[src/rtl/seq_divider.sv]
// Multi-cycle restoring divider: one quotient bit per clock, signed/unsigned,
// explicit divide-by-zero and signed-overflow reporting.
module seq_divider #(
  parameter int WIDTH = 16
) (
  input  logic             clk,
  input  logic             rst_n,
  input  logic             start,
  input  logic             signed_op,
  input  logic [WIDTH-1:0] dividend,
  input  logic [WIDTH-1:0] divisor,
  output logic             busy,
  output logic             done,
  output logic [WIDTH-1:0] quotient,
  output logic [WIDTH-1:0] remainder,
  output logic             div_by_zero,
  output logic             overflow
);

  localparam int CNT_W = (WIDTH > 2) ? $clog2(WIDTH) : 1;
  localparam logic [WIDTH-1:0] MOST_NEG = {1'b1, {(WIDTH-1){1'b0}}};

  typedef enum logic [1:0] {IDLE, RUN, FIX} state_t;

  state_t             state_q, state_d;
  logic [CNT_W-1:0]   count_q, count_d;
  logic [WIDTH-1:0]   dvd_raw_q, dvd_raw_d;
  logic [WIDTH-1:0]   dvd_q, dvd_d;
  logic [WIDTH-1:0]   dvs_q, dvs_d;
  logic [WIDTH:0]     part_q, part_d;
  logic [WIDTH-1:0]   quo_q, quo_d;
  logic               neg_q_q, neg_q_d;
  logic               neg_r_q, neg_r_d;
  logic               ovf_pend_q, ovf_pend_d;

  logic               done_q, done_d;
  logic [WIDTH-1:0]   quotient_q, quotient_d;
  logic [WIDTH-1:0]   remainder_q, remainder_d;
  logic               div_by_zero_q, div_by_zero_d;
  logic               overflow_q, overflow_d;

  logic               accept;
  logic               last_iter;
  logic [WIDTH:0]     part_sh;
  logic [WIDTH:0]     part_sub;
  logic               fits;

  function automatic logic [WIDTH-1:0] negate(input logic signed [WIDTH-1:0] x);
    return $unsigned(-x);
  endfunction

  // |most-negative| wraps to 2^(WIDTH-1), which is exactly right as an unsigned magnitude
  function automatic logic [WIDTH-1:0] magnitude(input logic [WIDTH-1:0] x,
                                                 input logic             is_signed);
    return (is_signed && x[WIDTH-1]) ? negate(x) : x;
  endfunction

  assign accept    = (state_q == IDLE) && start;
  assign last_iter = (count_q == CNT_W'(WIDTH - 1));
  assign part_sh   = {part_q[WIDTH-1:0], dvd_q[WIDTH-1]};
  assign part_sub  = part_sh - {1'b0, dvs_q};
  assign fits      = (part_sh >= {1'b0, dvs_q});

  // State register
  always_ff @(posedge clk) begin
    if (!rst_n) begin
      state_q       <= IDLE;
      done_q        <= 1'b0;
      quotient_q    <= '0;
      remainder_q   <= '0;
      div_by_zero_q <= 1'b0;
      overflow_q    <= 1'b0;
    end else begin
      state_q       <= state_d;
      done_q        <= done_d;
      quotient_q    <= quotient_d;
      remainder_q   <= remainder_d;
      div_by_zero_q <= div_by_zero_d;
      overflow_q    <= overflow_d;
    end
  end

  always_ff @(posedge clk) begin
    count_q    <= count_d;
    dvd_raw_q  <= dvd_raw_d;
    dvd_q      <= dvd_d;
    dvs_q      <= dvs_d;
    part_q     <= part_d;
    quo_q      <= quo_d;
    neg_q_q    <= neg_q_d;
    neg_r_q    <= neg_r_d;
    ovf_pend_q <= ovf_pend_d;
  end

  // Next-state logic
  always_comb begin
    state_d = state_q;
    unique case (state_q)
      IDLE: if (start) state_d = (divisor == '0) ? FIX : RUN;
      RUN:  if (last_iter) state_d = FIX;
      FIX:  state_d = IDLE;
      default: state_d = IDLE;
    endcase
  end

  always_comb begin
    count_d    = count_q;
    dvd_raw_d  = dvd_raw_q;
    dvd_d      = dvd_q;
    dvs_d      = dvs_q;
    part_d     = part_q;
    quo_d      = quo_q;
    neg_q_d    = neg_q_q;
    neg_r_d    = neg_r_q;
    ovf_pend_d = ovf_pend_q;
    if (accept) begin
      count_d    = '0;
      dvd_raw_d  = dividend;
      dvd_d      = magnitude(dividend, signed_op);
      dvs_d      = magnitude(divisor, signed_op);
      part_d     = '0;
      quo_d      = '0;
      neg_q_d    = signed_op && (dividend[WIDTH-1] ^ divisor[WIDTH-1]);
      neg_r_d    = signed_op && dividend[WIDTH-1];
      ovf_pend_d = signed_op && (dividend == MOST_NEG) && (divisor == '1);
    end else if (state_q == RUN) begin
      count_d = count_q + 1'b1;
      dvd_d   = {dvd_q[WIDTH-2:0], 1'b0};
      part_d  = fits ? part_sub : part_sh;
      quo_d   = {quo_q[WIDTH-2:0], fits};
    end
  end

  // Output logic; a zero divisor magnitude means the divisor itself was zero
  always_comb begin
    busy          = (state_q != IDLE);
    done_d        = 1'b0;
    quotient_d    = quotient_q;
    remainder_d   = remainder_q;
    div_by_zero_d = div_by_zero_q;
    overflow_d    = overflow_q;
    if (accept) begin
      div_by_zero_d = 1'b0;
      overflow_d    = 1'b0;
    end else if (state_q == FIX) begin
      done_d = 1'b1;
      if (dvs_q == '0) begin
        quotient_d    = '1;
        remainder_d   = dvd_raw_q;
        div_by_zero_d = 1'b1;
      end else begin
        quotient_d  = neg_q_q ? negate(quo_q) : quo_q;
        remainder_d = neg_r_q ? negate(part_q[WIDTH-1:0]) : part_q[WIDTH-1:0];
        overflow_d  = ovf_pend_q;
      end
    end
  end

  assign done        = done_q;
  assign quotient    = quotient_q;
  assign remainder   = remainder_q;
  assign div_by_zero = div_by_zero_q;
  assign overflow    = overflow_q;

endmodule

[config.mk]
export PLATFORM = sky130hd
export DESIGN_NAME = seq_divider
export DESIGN_NICKNAME = d
export VERILOG_FILES = /design/src/rtl/seq_divider.sv
export SDC_FILE = /design/constraint.sdc
export NUM_CORES = 1
export LEC_CHECK = 0
export CORE_ASPECT_RATIO = 1.75
export CORE_MARGIN = 4
export CORE_UTILIZATION = 57
export CTS_BUF_LIST = sky130_fd_sc_hd__clkbuf_16
export CTS_CLUSTER_SIZE = 28
export DETAILED_ROUTE_END_ITERATION = 12
export PLACE_DENSITY_LB_ADDON = 0.15
export SYNTH_ARGS = -nofsm -noshare
export SYNTH_HDL_FRONTEND = slang
export SYNTH_SLANG_ARGS = --single-unit
[constraint.sdc]
create_clock -name clk -period 3.6 [get_ports clk]
set_clock_uncertainty 0.2 [all_clocks]
set_input_delay 0.72 -clock clk [delete_from_list [all_inputs] [get_ports clk]]
set_output_delay 0.72 -clock clk [all_outputs]
set_load 0.02 [all_outputs]
==> After elaboration in Yosys (flattened, before gate mapping) <==
Cells that the tools add are included.
{ "classes": {"n_mux": 14, "n_shift": 0, "div": 0, "addsub": 6, "bitwise": 4, "magnitude_cmp": 1, "n_mul": 0, "reduce_logical": 16, "n_eq_ne": 7} }
{ "op_table": {"columns": ["op", "n"], "rows": [
  ["16-bit 2-to-1 mux", 9],
  ["16-bit negation", 4],
  ["16-bit == test (second input constant)", 2],
  ["16-bit zero test", 2],
  ["17-bit by 16-bit greater-or-equal comparator with 1-bit output", 1],
  ["16-bit subtractor", 1],
  ["2-bit AND reduction", 4],
  ["1-bit logical AND", 6],
  ["2-bit 2-to-1 mux", 3],
  ["4-bit by 1-bit adder with 4-bit output (second input constant)", 1],
  ["4-bit == test (second input constant)", 1],
  ["2-bit inequality test (second input constant)", 2],
  ["2-bit one-hot mux with 2 select lines", 1],
  ["2-bit nonzero test", 2],
  ["1-bit inverter", 3],
  ["2-bit by 1-bit == test with 1-bit output (second input constant)", 1],
  ["2-bit == test (second input constant)", 1],
  ["2-bit zero test", 1],
  ["2-bit OR reduction", 1],
  ["1-bit 2-to-1 mux", 1],
  ["1-bit XOR", 1]
]} }
{ "word_totals": {"regBits": 124, "input_bits": 36, "elab_cells": 63, "latchBits": 0, "rom_bits": 0, "mem_bits_rw": 0, "out_inout_bits": 36, "memories": 0} }

==> Longest topological paths before layout <==
Gate-level depths: netlist of run 1.
{ "logic_depth": {"word_depth": 4, "ltp_mapped": 10, "depth_no_buf": 9} }

==> Least setup slack after synthesis of run 1 <==
Ideal clock, no wire load.
{ "synth_timing": {"kind": "flip-flop to flip-flop", "from": "register part_q[3]", "to": "register part_q[3]", "setup_time_ns": 0.122, "setup_slack_ns": 1.220, "arrival_ns": 2.058, "path_buffers": 2, "synth_period_minus_slack_ns": 2.380, "path_stages_with_launch": 10, "path_cell_list": "dfxtp_1 ha_1 buf_6 a21oi_1 a2bb2oi_1 o21a_4 a211o_1 buf_6 a21oi_1 a311o_1"} }
{ "synth_between": {"elab_chain_len": 2} }
{ "synth_lines": {"columns": ["element", "line", "rtl"], "rows": [
  ["from (decl)", "30", "logic [WIDTH:0] part_q, part_d;"],
  ["from (signal assigned)", "88", "part_q <= part_d;"],
  ["17-bit by 16-bit greater-or-equal comparator with 1-bit output", "62", "assign fits = (part_sh >= {1'b0, dvs_q});"],
  ["16-bit 2-to-1 mux", "129", "part_d = fits ? part_sub : part_sh;"]
]} }
Every way passes these cells.
A chain may end at the register's enable or synchronous reset.

==> Final worst setup path of run 1 <==
Same ends and word-level chain as after synthesis.

==> results of run 1 <==
## Yosys cell counts, types with 4 or more instances
cell / number / area [um2]
o31ai_1: 15 / 113
clkbuf_1: 32 / 120
nor2_1: 58 / 218
nor2b_1: 8 / 50.1
xor2_1: 32 / 280
nand2b_1: 4 / 25.0
a22o_1: 14 / 123
o21ai_0: 64 / 320
nand3_1: 23 / 115
a31oi_1: 20 / 125
nand2_1: 69 / 259
xnor2_1: 31 / 272
and2_1: 7 / 43.8
buf_2: 4 / 20.0
o311ai_0: 4 / 35.0
nand4_1: 10 / 62.6
nor3_1: 12 / 60.1
a21oi_1: 38 / 190
inv_1: 35 / 131
o21a_1: 4 / 30.0
nor4_1: 9 / 56.3
edfxtp_1: 51 / 1530
dfxtp_1: 73 / 1460
o211ai_1: 12 / 90.1
o21ai_1: 6 / 30.0
ha_1: 22 / 275
or3_1: 6 / 37.5
## final timing paths
kind                              startpoint      endpoint  cells after the start
worst max-delay path               part_q[3]     part_q[3]                      7
worst min-delay path            remainder[3]  remainder[3]                      2
worst max register to register     part_q[3]     part_q[3]                      7
worst min register to register  remainder[3]  remainder[3]                      2
## power groups by stage
stage | registers [W] | logic [W] | clock network, W
floorplan | 0.00182 | 0.00143 | 0
global placement | 0.00187 | 0.00187 | 0
detailed placement | 0.00187 | 0.00192 | 0
CTS | 0.00184 | 0.00194 | 0.00170
global route | 0.00187 | 0.00214 | 0.00176
finish | 0.00185 | 0.00196 | 0.00168
## routing by layer
| layer | vias to the layer above | share of wire | GRT usage |
|---|---|---|---|
| li1 | 2855 | - | - |
| met1 | 2847 | 0.35 | 0.259 |
| met2 | 185 | 0.56 | 0.514 |
| met3 | 74 | 0.040 | 0.0457 |
| met4 | 0 | 0.055 | 0.172 |
| met5 | - | 0 | 0 |
## logic make-up after synthesis
| logic type | Yosys count | synth area share |
|---|---|---|
| AO/OA/AOI/OAI | 223 | 0.222 |
| XOR/XNOR | 63 | 0.0801 |
| adder cells (fa/ha/maj) | 23 | 0.0429 |
| buffers and inverters | 78 | 0.0470 |
| multiplexers | 3 | 0.00436 |
| flip-flops | 124 | 0.434 |
| AND/OR/NAND/NOR | 231 | 0.169 |
## placed cells by master (no fill, tap or decap), types with 20 or more instances in the layout
cell type | synthesis | layout
inv_1 | 35 | 36
nand2_1 | 69 | 69
edfxtp_1 | 51 | 51
nand3_1 | 23 | 23
a31oi_1 | 20 | 20
clkdlybuf4s50_1 | 0 | 71
dfxtp_1 | 73 | 73
a21oi_1 | 38 | 38
nor2_1 | 58 | 58
o21ai_0 | 64 | 64
xor2_1 | 32 | 32
ha_1 | 22 | 22
xnor2_1 | 31 | 31
## layout make-up
| cell class | instances | area [um2] |
|---|---|---|
| clock buffers | 17 | 425 |
| repair buffers | 80 | 778 |
| well taps | 135 | 169 |
| flip-flops and latches | 124 | 2990 |
| fillers | 911 | 3470 |
| clock inverters | 15 | 158 |
| multi-input cells | 543 | 3580 |
| inverters | 37 | 139 |
## flip-flops by register name, indices dropped and copies added (netlist names)
signal	cells
count_q	4
div_by_zero	1
done	1
dvd_q	16
dvd_raw_q	16
dvs_q	16
neg_q_q	1
neg_r_q	1
overflow	1
ovf_pend_q	1
part_q	16
quo_q	16
quotient	16
remainder	16
state_q	2
## worst min-delay path: stages, from the launching register on
cell     delay (ns)
dfxtp_1        0.31
nand2_1        0.05
a21oi_1        0.05
## per-stage QoR
step                      area [um2]   util  total power, W
after floorplan                 6890      -         0.00326
after global placement          7660  0.654         0.00373
after detailed placement        7660  0.654         0.00380
after CTS                       8240  0.704         0.00548
after global routing            8240  0.704         0.00578
final                           8240  0.704         0.00549
==> flow_summary.toml, run 1 <==
[outcome]
status = "finished clean"

[cts]
cts.sinks = 124
numCtsBuffers = 17
clk_latency_ns = 0.41
cts_tree = "yes"
clockBufferDepth = 2
ctsResizeCount = 0
clkSlewWorstSetupHoldPaths_ns = 0.06
h-tree-depth = 4
cts_root_buf = "clkbuf_16"
cts_hold_buf = 0
cts_setup_buffers = 0

[setup_path]
crit_buf_inv = 0
crit_slowest_cell = "dfxtp_1"
critPathCaptureType = "flop"
worstSetupPathType = "reg2reg"
crit_fanout = 9
cp_common_cell = "a21oi_1"
required_ns = 3.70
path_cells = "ha_1 -> a21oi_1 -> a2bb2oi_1 -> o21a_4 -> a211o_1 -> a21oi_1 -> a311o_1"
arrival_ns = 2.99
cp_top_family = "compound AO/OA/AOI/OAI gates"
cp-start-kind = "flop"
crit_path_max_incr_delay_ns = 0.53
r2r_slack_ns = 0.71

[global_routing]
grt-ovfl-total = 0
grt_pass1_vias = 6087
antenna_found_initial = 0
grt_usage = 0.269
grt_max_degree = 40
grt_pass1_wl_um = 29800

[sta]
relSlewSlack = 0.498
tns_ns = 0
fmax_ghz = 0.346
timing.final.ws_setup_ns = 0.707
finalSetupViolations = 0
worst_hold_slack_ns = 0.259
worst_pin_slew_ns = 0.749
drv_slew = 0
finalCriticalPeriod_ns = 2.89
hold_violations = 0
rsz0062_at_grt = "false"
post-route-period-util = 0.804

[yosys]
seq_area_frac_synth = 0.434
synth_nets = 804
synth-seq-cells = 124
synth_cell_types = 79
postSynthCellCount = 745
syn_area_um2 = 6890
ys.flop_type = "dfxtp_1"
syn_area_per_cell_um2 = 9.25
synth_edf_count = 51
yosys_warnings = 0
postSynth.asyncResetShare = 0

[power_and_ir_drop]
power_frac_comb = 0.357
seq_power_share = 0.337
clkPwrFrac = 0.306
power.density_nw_per_um2 = 666
p_leak_nw = 3.09
switchingPower_w = 0.00203
swShare = 0.369
ir_drop_mv = 0.450
p_int_w = 0.00347

[floorplan]
fp.dieW_um = 91.1
initial_core_util = 0.588
dieHeight_um = 153
row_count = 52
dieArea_um2 = 14000
io_pins = 72
core_area_um2 = 11700

[routing]
avgViaCountPerCell = 6.27
ant_nets = 0
via_count = 5961
totalWireLength_um = 18400
drcViolationCount = 0
first_iter_violations = 509
first_pass_iters = 5
avgRoutedWirePerCell_um = 19.4

[placement]
dp_hpwl_um = 13900
dp_slack_ns = 0.387
port_buffers = 71
dp.cells = 919
gp_congestion = 0.930

[cells_and_area]
fin_cells = 951
diodes = 0
drive_gt1_frac = 0.0809
area_growth_syn_to_layout_pct = 19.6
finish.net_count = 862

[run]
max-cap-violations = 0

[hold_path]
holdCritPathClass = "reg2reg"
(Power assumes the default switching activity.)
==> run 2, diff against run 1 <==
--- a/config.mk
+++ b/config.mk
@@ -7,7 +7,7 @@
 export LEC_CHECK = 0
 export CORE_ASPECT_RATIO = 1.75
 export CORE_MARGIN = 4
-export CORE_UTILIZATION = 57
+export CORE_UTILIZATION = 52
 export CTS_BUF_LIST = sky130_fd_sc_hd__clkbuf_16
 export CTS_CLUSTER_SIZE = 28
 export DETAILED_ROUTE_END_ITERATION = 12
==> constraint.sdc (replaced) <==
create_clock -name clk -period 2.6 [get_ports clk]
set_clock_uncertainty 0.2 [all_clocks]
set_input_delay 0.52 -clock clk [delete_from_list [all_inputs] [get_ports clk]]
set_output_delay 0.52 -clock clk [all_outputs]
set_load 0.02 [all_outputs]
==> run 2 against run 1 <==
Effect of this change:
- hold slack gained 0.0048 ns
- sequential cell count is the same
- die area grew 8.9%
- utilization shrank 0.90 points
- combinational power grew 66%
- via count grew 5.4%
- clock power grew 50%
==> flow_summary.toml, run 2 (synthesis gave the netlist of run 1 again) <==
[outcome]
status = "finished clean"

[floorplan]
dieHeight_um = 160
fp.dieW_um = 95.0
initial_core_util = 0.532
dieArea_um2 = 15200
row_count = 55
core_area_um2 = 12900
io_pins = 72

[cells_and_area]
ff_latch_area_um2 = 2990
utilization = 0.694
finish.net_count = 939
area_growth_syn_to_layout_pct = 30.4
multi_input_area_um2 = 3610
fin_cells = 1064
layout_commonest_cell = "buf_4"
final.fill_count = 1004
final_cell_mix = "84 x buf_4, 73 x dfxtp_1, 71 x clkdlybuf4s50_1"
diodes = 0
drive_gt1_frac = 0.168

[routing]
wl_met2_um = 10700
first_iter_violations = 441
avgRoutedWirePerCell_um = 18.2
ant_nets = 0
totalWireLength_um = 19400
highest_layer = "met4"
first_pass_iters = 6
via_count = 6283
drt-met1-wl_um = 7030
met3RoutedLength_um = 787
drcViolationCount = 0
avgViaCountPerCell = 5.91

[setup_path]
cp-start-kind = "flop"
r2r-start = "dvs_q[0]"
r2r_cells = 9
critPathCaptureType = "flop"
r2r_slack_ns = 0.05
crit_fanout = 2
timing.rr.end = "part_q[8]"
arrival_ns = 2.62
worstSetupPathType = "reg2reg"
required_ns = 2.67

[global_routing]
grt-ovfl-total = 0
antenna_found_initial = 0
grt_pass1_vias = 6335
grt_usage = 0.263
grt_pass1_wl_um = 31100
grt_max_degree = 37

[power_and_ir_drop]
switchingPower_w = 0.00291
ir_drop_mv = 0.542
clkPwrFrac = 0.306
power_frac_comb = 0.396
seq_power_share = 0.298
p_int_w = 0.00532
power_w = 0.00823
swShare = 0.353
p_leak_nw = 3.51
power.density_nw_per_um2 = 916

[cts]
cts_tree = "yes"
cts.sinks = 124
numCtsBuffers = 17
clk_latency_ns = 0.41
clkSlewWorstSetupHoldPaths_ns = 0.06
cts_root_buf = "clkbuf_16"
cts_hold_buf = 0
clockBufferDepth = 2
h-tree-depth = 4

[sta]
worst_pin_slew_ns = 0.677
post-route-period-util = 0.979
fmax_ghz = 0.393
relSlewSlack = 0.549
drv_slew = 0
hold_violations = 0
finalSetupViolations = 0
worst_hold_slack_ns = 0.263
rsz0062_at_grt = "true"
finalCriticalPeriod_ns = 2.55

[placement]
gp_congestion = 0.893
port_buffers = 71
dp_hpwl_um = 14800
dp.cells = 1029

[hold_path]
hold_path_depth = 2
worstHoldEndpoint = "remainder[3]"
holdCritPathClass = "reg2reg"
min_from = "remainder[3]"

[run]
max-cap-violations = 0
[run 2: per-stage QoR]
stage | TNS, ns | instance area [um2] | worst slack [ns]
finish | 0 | 8980 | 0.0533
global route | -0.439 | 8980 | -0.0726
CTS | 0 | 8930 | 0.0225
detailed placement | -0.864 | 8280 | -0.154
global placement | -0.266 | 8280 | -0.102
floorplan | 0 | 6890 | 0.220
[run 2: cell type report]
type / instances / area share
well taps: 171 / 0.0238
flip-flops and latches: 124 / 0.333
repair buffers: 157 / 0.154
clock buffers: 20 / 0.0557
inverters: 37 / 0.0155
clock inverters: 12 / 0.0160
multi-input cells: 543 / 0.402
[run 2: worst max-delay path: stages, from the launching register on]
cell and delay, ns:
edfxtp_1 0.43, ha_1 0.25, fa_1 0.38, nor2b_1 0.22, o31ai_2 0.12, buf_4 0.15, a311o_1 0.28, xnor2_1 0.13
a21oi_1 0.16, o31ai_2 0.08
[run 2: worst max-delay path by stage]
stage,start,to
6_report,dvs_q[0],part_q[8]
3_3_place_gp,dividend[4],dvd_q[10]
4_1_cts,dvs_q[1],part_q[13]
2_1_floorplan,part_q[3],part_q[3]
3_5_place_dp,dividend[4],dvd_q[10]
5_1_grt,dvs_q[1],part_q[12]
[run 2: power groups by stage]
stage / clock [W] / sequential [W] / combinational [W]
2_1_floorplan: 0 / 0.00252 / 0.00198
3_3_place_gp: 0 / 0.00247 / 0.00307
3_5_place_dp: 0 / 0.00248 / 0.00316
4_1_cts: 0.00254 / 0.00244 / 0.00318
5_1_grt: 0.00265 / 0.00247 / 0.00357
6_report: 0.00252 / 0.00245 / 0.00326
[run 2: repair_timing]
| action | 4_1_cts | 5_1_grt |
|---|---|---|
| endpoints found under the setup margin | 3 | 17 |
| pin swaps | 0 | 3 |
| setup buffers | 0 | 5 |
| gates resized for setup | 2 | 7 |
[run 2: layer usage]
layer	up-vias	GRT usage
li1	3008	-
met1	3005	0.274
met2	214	0.485
met3	56	0.0462
met4	0	0.133
met5	-	0
==> run 3, diff against run 2 <==
--- a/config.mk
+++ b/config.mk
@@ -11,7 +11,8 @@
 export CTS_BUF_LIST = sky130_fd_sc_hd__clkbuf_16
 export CTS_CLUSTER_SIZE = 28
 export DETAILED_ROUTE_END_ITERATION = 12
-export PLACE_DENSITY_LB_ADDON = 0.15
+export PLACE_DENSITY = 0.87
+export SLEW_MARGIN = 0
 export SYNTH_ARGS = -nofsm -noshare
 export SYNTH_HDL_FRONTEND = slang
 export SYNTH_SLANG_ARGS = --single-unit
==> run 3 against run 2 <==
Effect of this change:
- first-iteration DRC count is 42% higher
- final cell count is 0.66% lower
- register-to-register slack lost 0.02 ns
- global-route usage grew 1.2 points
- cell area down 0.25%
- hold slack better by 0.0074 ns
- critical path depth is the same
- critical path type unchanged
- largest cell class unchanged
==> flow_summary.toml, run 3 (synthesis gave the netlist of run 1 again) <==
[global_routing]
antenna_found_initial = 0
grt-ovfl-total = 0
grt_pass1_wl_um = 32600
grt_pass1_vias = 6637
grt_usage = 0.275
grt_max_degree = 37

[cts]
cts_tree = "yes"
h-tree-depth = 4
numCtsBuffers = 17
clk_latency_ns = 0.43
cts.sinks = 124
clockBufferDepth = 2
clkSlewWorstSetupHoldPaths_ns = 0.06
cts_root_buf = "clkbuf_16"
cts_hold_buf = 0

[run]
max-cap-violations = 0

[hold_path]
min_from = "remainder[1]"
holdCritPathClass = "reg2reg"
hold_path_depth = 2
worstHoldEndpoint = "remainder[1]"

[power_and_ir_drop]
power.density_nw_per_um2 = 928
p_int_w = 0.00516
swShare = 0.380
p_leak_nw = 3.46
seq_power_share = 0.297
clkPwrFrac = 0.295
switchingPower_w = 0.00316
ir_drop_mv = 0.678
power_frac_comb = 0.408

[placement]
dp_hpwl_um = 14100
gp_congestion = 0.962
place_area_um2 = 8210
port_buffers = 71

[sta]
drv_slew = 0
fmax_ghz = 0.389
worst_pin_slew_ns = 0.676
finalSetupViolations = 0
finalCriticalPeriod_ns = 2.57
hold_violations = 0
post-route-period-util = 0.988
relSlewSlack = 0.549

[routing]
avgViaCountPerCell = 6.29
drcViolationCount = 0
ant_nets = 0
avgRoutedWirePerCell_um = 19.4
first_pass_iters = 6
via_count = 6648
totalWireLength_um = 20500
first_iter_violations = 628

[floorplan]
io_pins = 72
fp.dieW_um = 95.0
initial_core_util = 0.532
dieArea_um2 = 15200
dieHeight_um = 160
row_count = 55
core_area_um2 = 12900

[setup_path]
crit_fanout = 6
cp-start-kind = "flop"
timing.rr.end = "part_q[12]"
r2r_cells = 9
worstSetupPathType = "reg2reg"
r2r_slack_ns = 0.03
critPathCaptureType = "flop"
required_ns = 2.70
r2r-start = "dvs_q[2]"
arrival_ns = 2.67

[cells_and_area]
area_growth_syn_to_layout_pct = 30.1
layout_commonest_cell = "buf_4"
utilization = 0.693
final_cell_mix = "76 x buf_4, 73 x dfxtp_1, 71 x clkdlybuf4s50_1"
diodes = 0
fin_area_um2 = 8960
drive_gt1_frac = 0.176
finish.net_count = 932
final.fill_count = 908

[outcome]
status = "finished clean"
-- run 3: cell count changes in the layout (fill, tap and decap cells not counted), moves of 2 or more --
cell | previous run | this run
buf_4 | 84 | 76
ha_1 | 21 | 16
ha_2 | 1 | 5
inv_8 | 1 | 3
o21ai_0 | 64 | 62
o21ai_1 | 6 | 8
-- run 3: power by group through the flow --
stage	Combinational, W	Sequential, W	Clock (W)
after floorplan	0.00198	0.00252	0
after detailed placement	0.00308	0.00248	0
final	0.00339	0.00247	0.00246
after global routing	0.00367	0.00248	0.00254
after CTS	0.00317	0.00245	0.00244
after global placement	0.00300	0.00247	0
-- run 3: worst max-delay path, stage by stage, from the launching register on --
cell      delay, ns
edfxtp_1       0.41
inv_1          0.09
ha_2           0.31
nor2b_2        0.19
o31ai_4        0.29
a21oi_2        0.12
o41ai_2        0.35
buf_4          0.19
xor2_2         0.17
o221ai_1       0.14
-- run 3: cell type report --
cell class / instances / area, um2 / area share
inverters: 37 / 139 / 0.0155
clock buffers: 19 / 475 / 0.0531
clock inverters: 13 / 139 / 0.0155
multi-input cells: 543 / 3670 / 0.409
well taps: 171 / 214 / 0.0239
repair buffers: 150 / 1330 / 0.149
flip-flops and latches: 124 / 2990 / 0.334
-- run 3: how the worst max path moves through the flow --
| stage | from | to | slack [ns] | cells after the start |
|---|---|---|---|---|
| 2_1_floorplan | part_q[3] | part_q[3] | 0.22 | 9 |
| 3_3_place_gp | dividend[4] | dvd_q[13] | -0.14 | 8 |
| 3_5_place_dp | dividend[4] | dvd_q[13] | -0.21 | 8 |
| 4_1_cts | dvs_q[6] | part_q[3] | 0.005 | 8 |
| 5_1_grt | dvs_q[2] | part_q[12] | -0.06 | 9 |
| 6_report | dvs_q[2] | part_q[12] | 0.03 | 9 |
-- run 3: stage by stage --
step	power, W	setup slack, ns	TNS [ns]	cells	hold slack [ns]
3_5_place_dp	0.00556	-0.212	-0.948	1019	0.249
2_1_floorplan	0.00451	0.220	0	745	0.264
6_report	0.00831	0.0302	0	1057	0.271
3_3_place_gp	0.00546	-0.140	-0.638	1019	0.244
5_1_grt	0.00869	-0.0606	-0.149	1057	0.296
4_1_cts	0.00806	0.00470	0	1051	0.273
-- run 3: timing repair --
item	in CTS	in global routing
pin swaps	0	4
endpoints found under the setup margin	1	15
buffers inserted	0	6
gates resized for setup	1	22
-- run 3: per-layer routing --
layer  GRT usage  wire, um
met5           0         0
met4       0.179      1590
met3      0.0523      1190
met2       0.493     10900
met1       0.282      6850
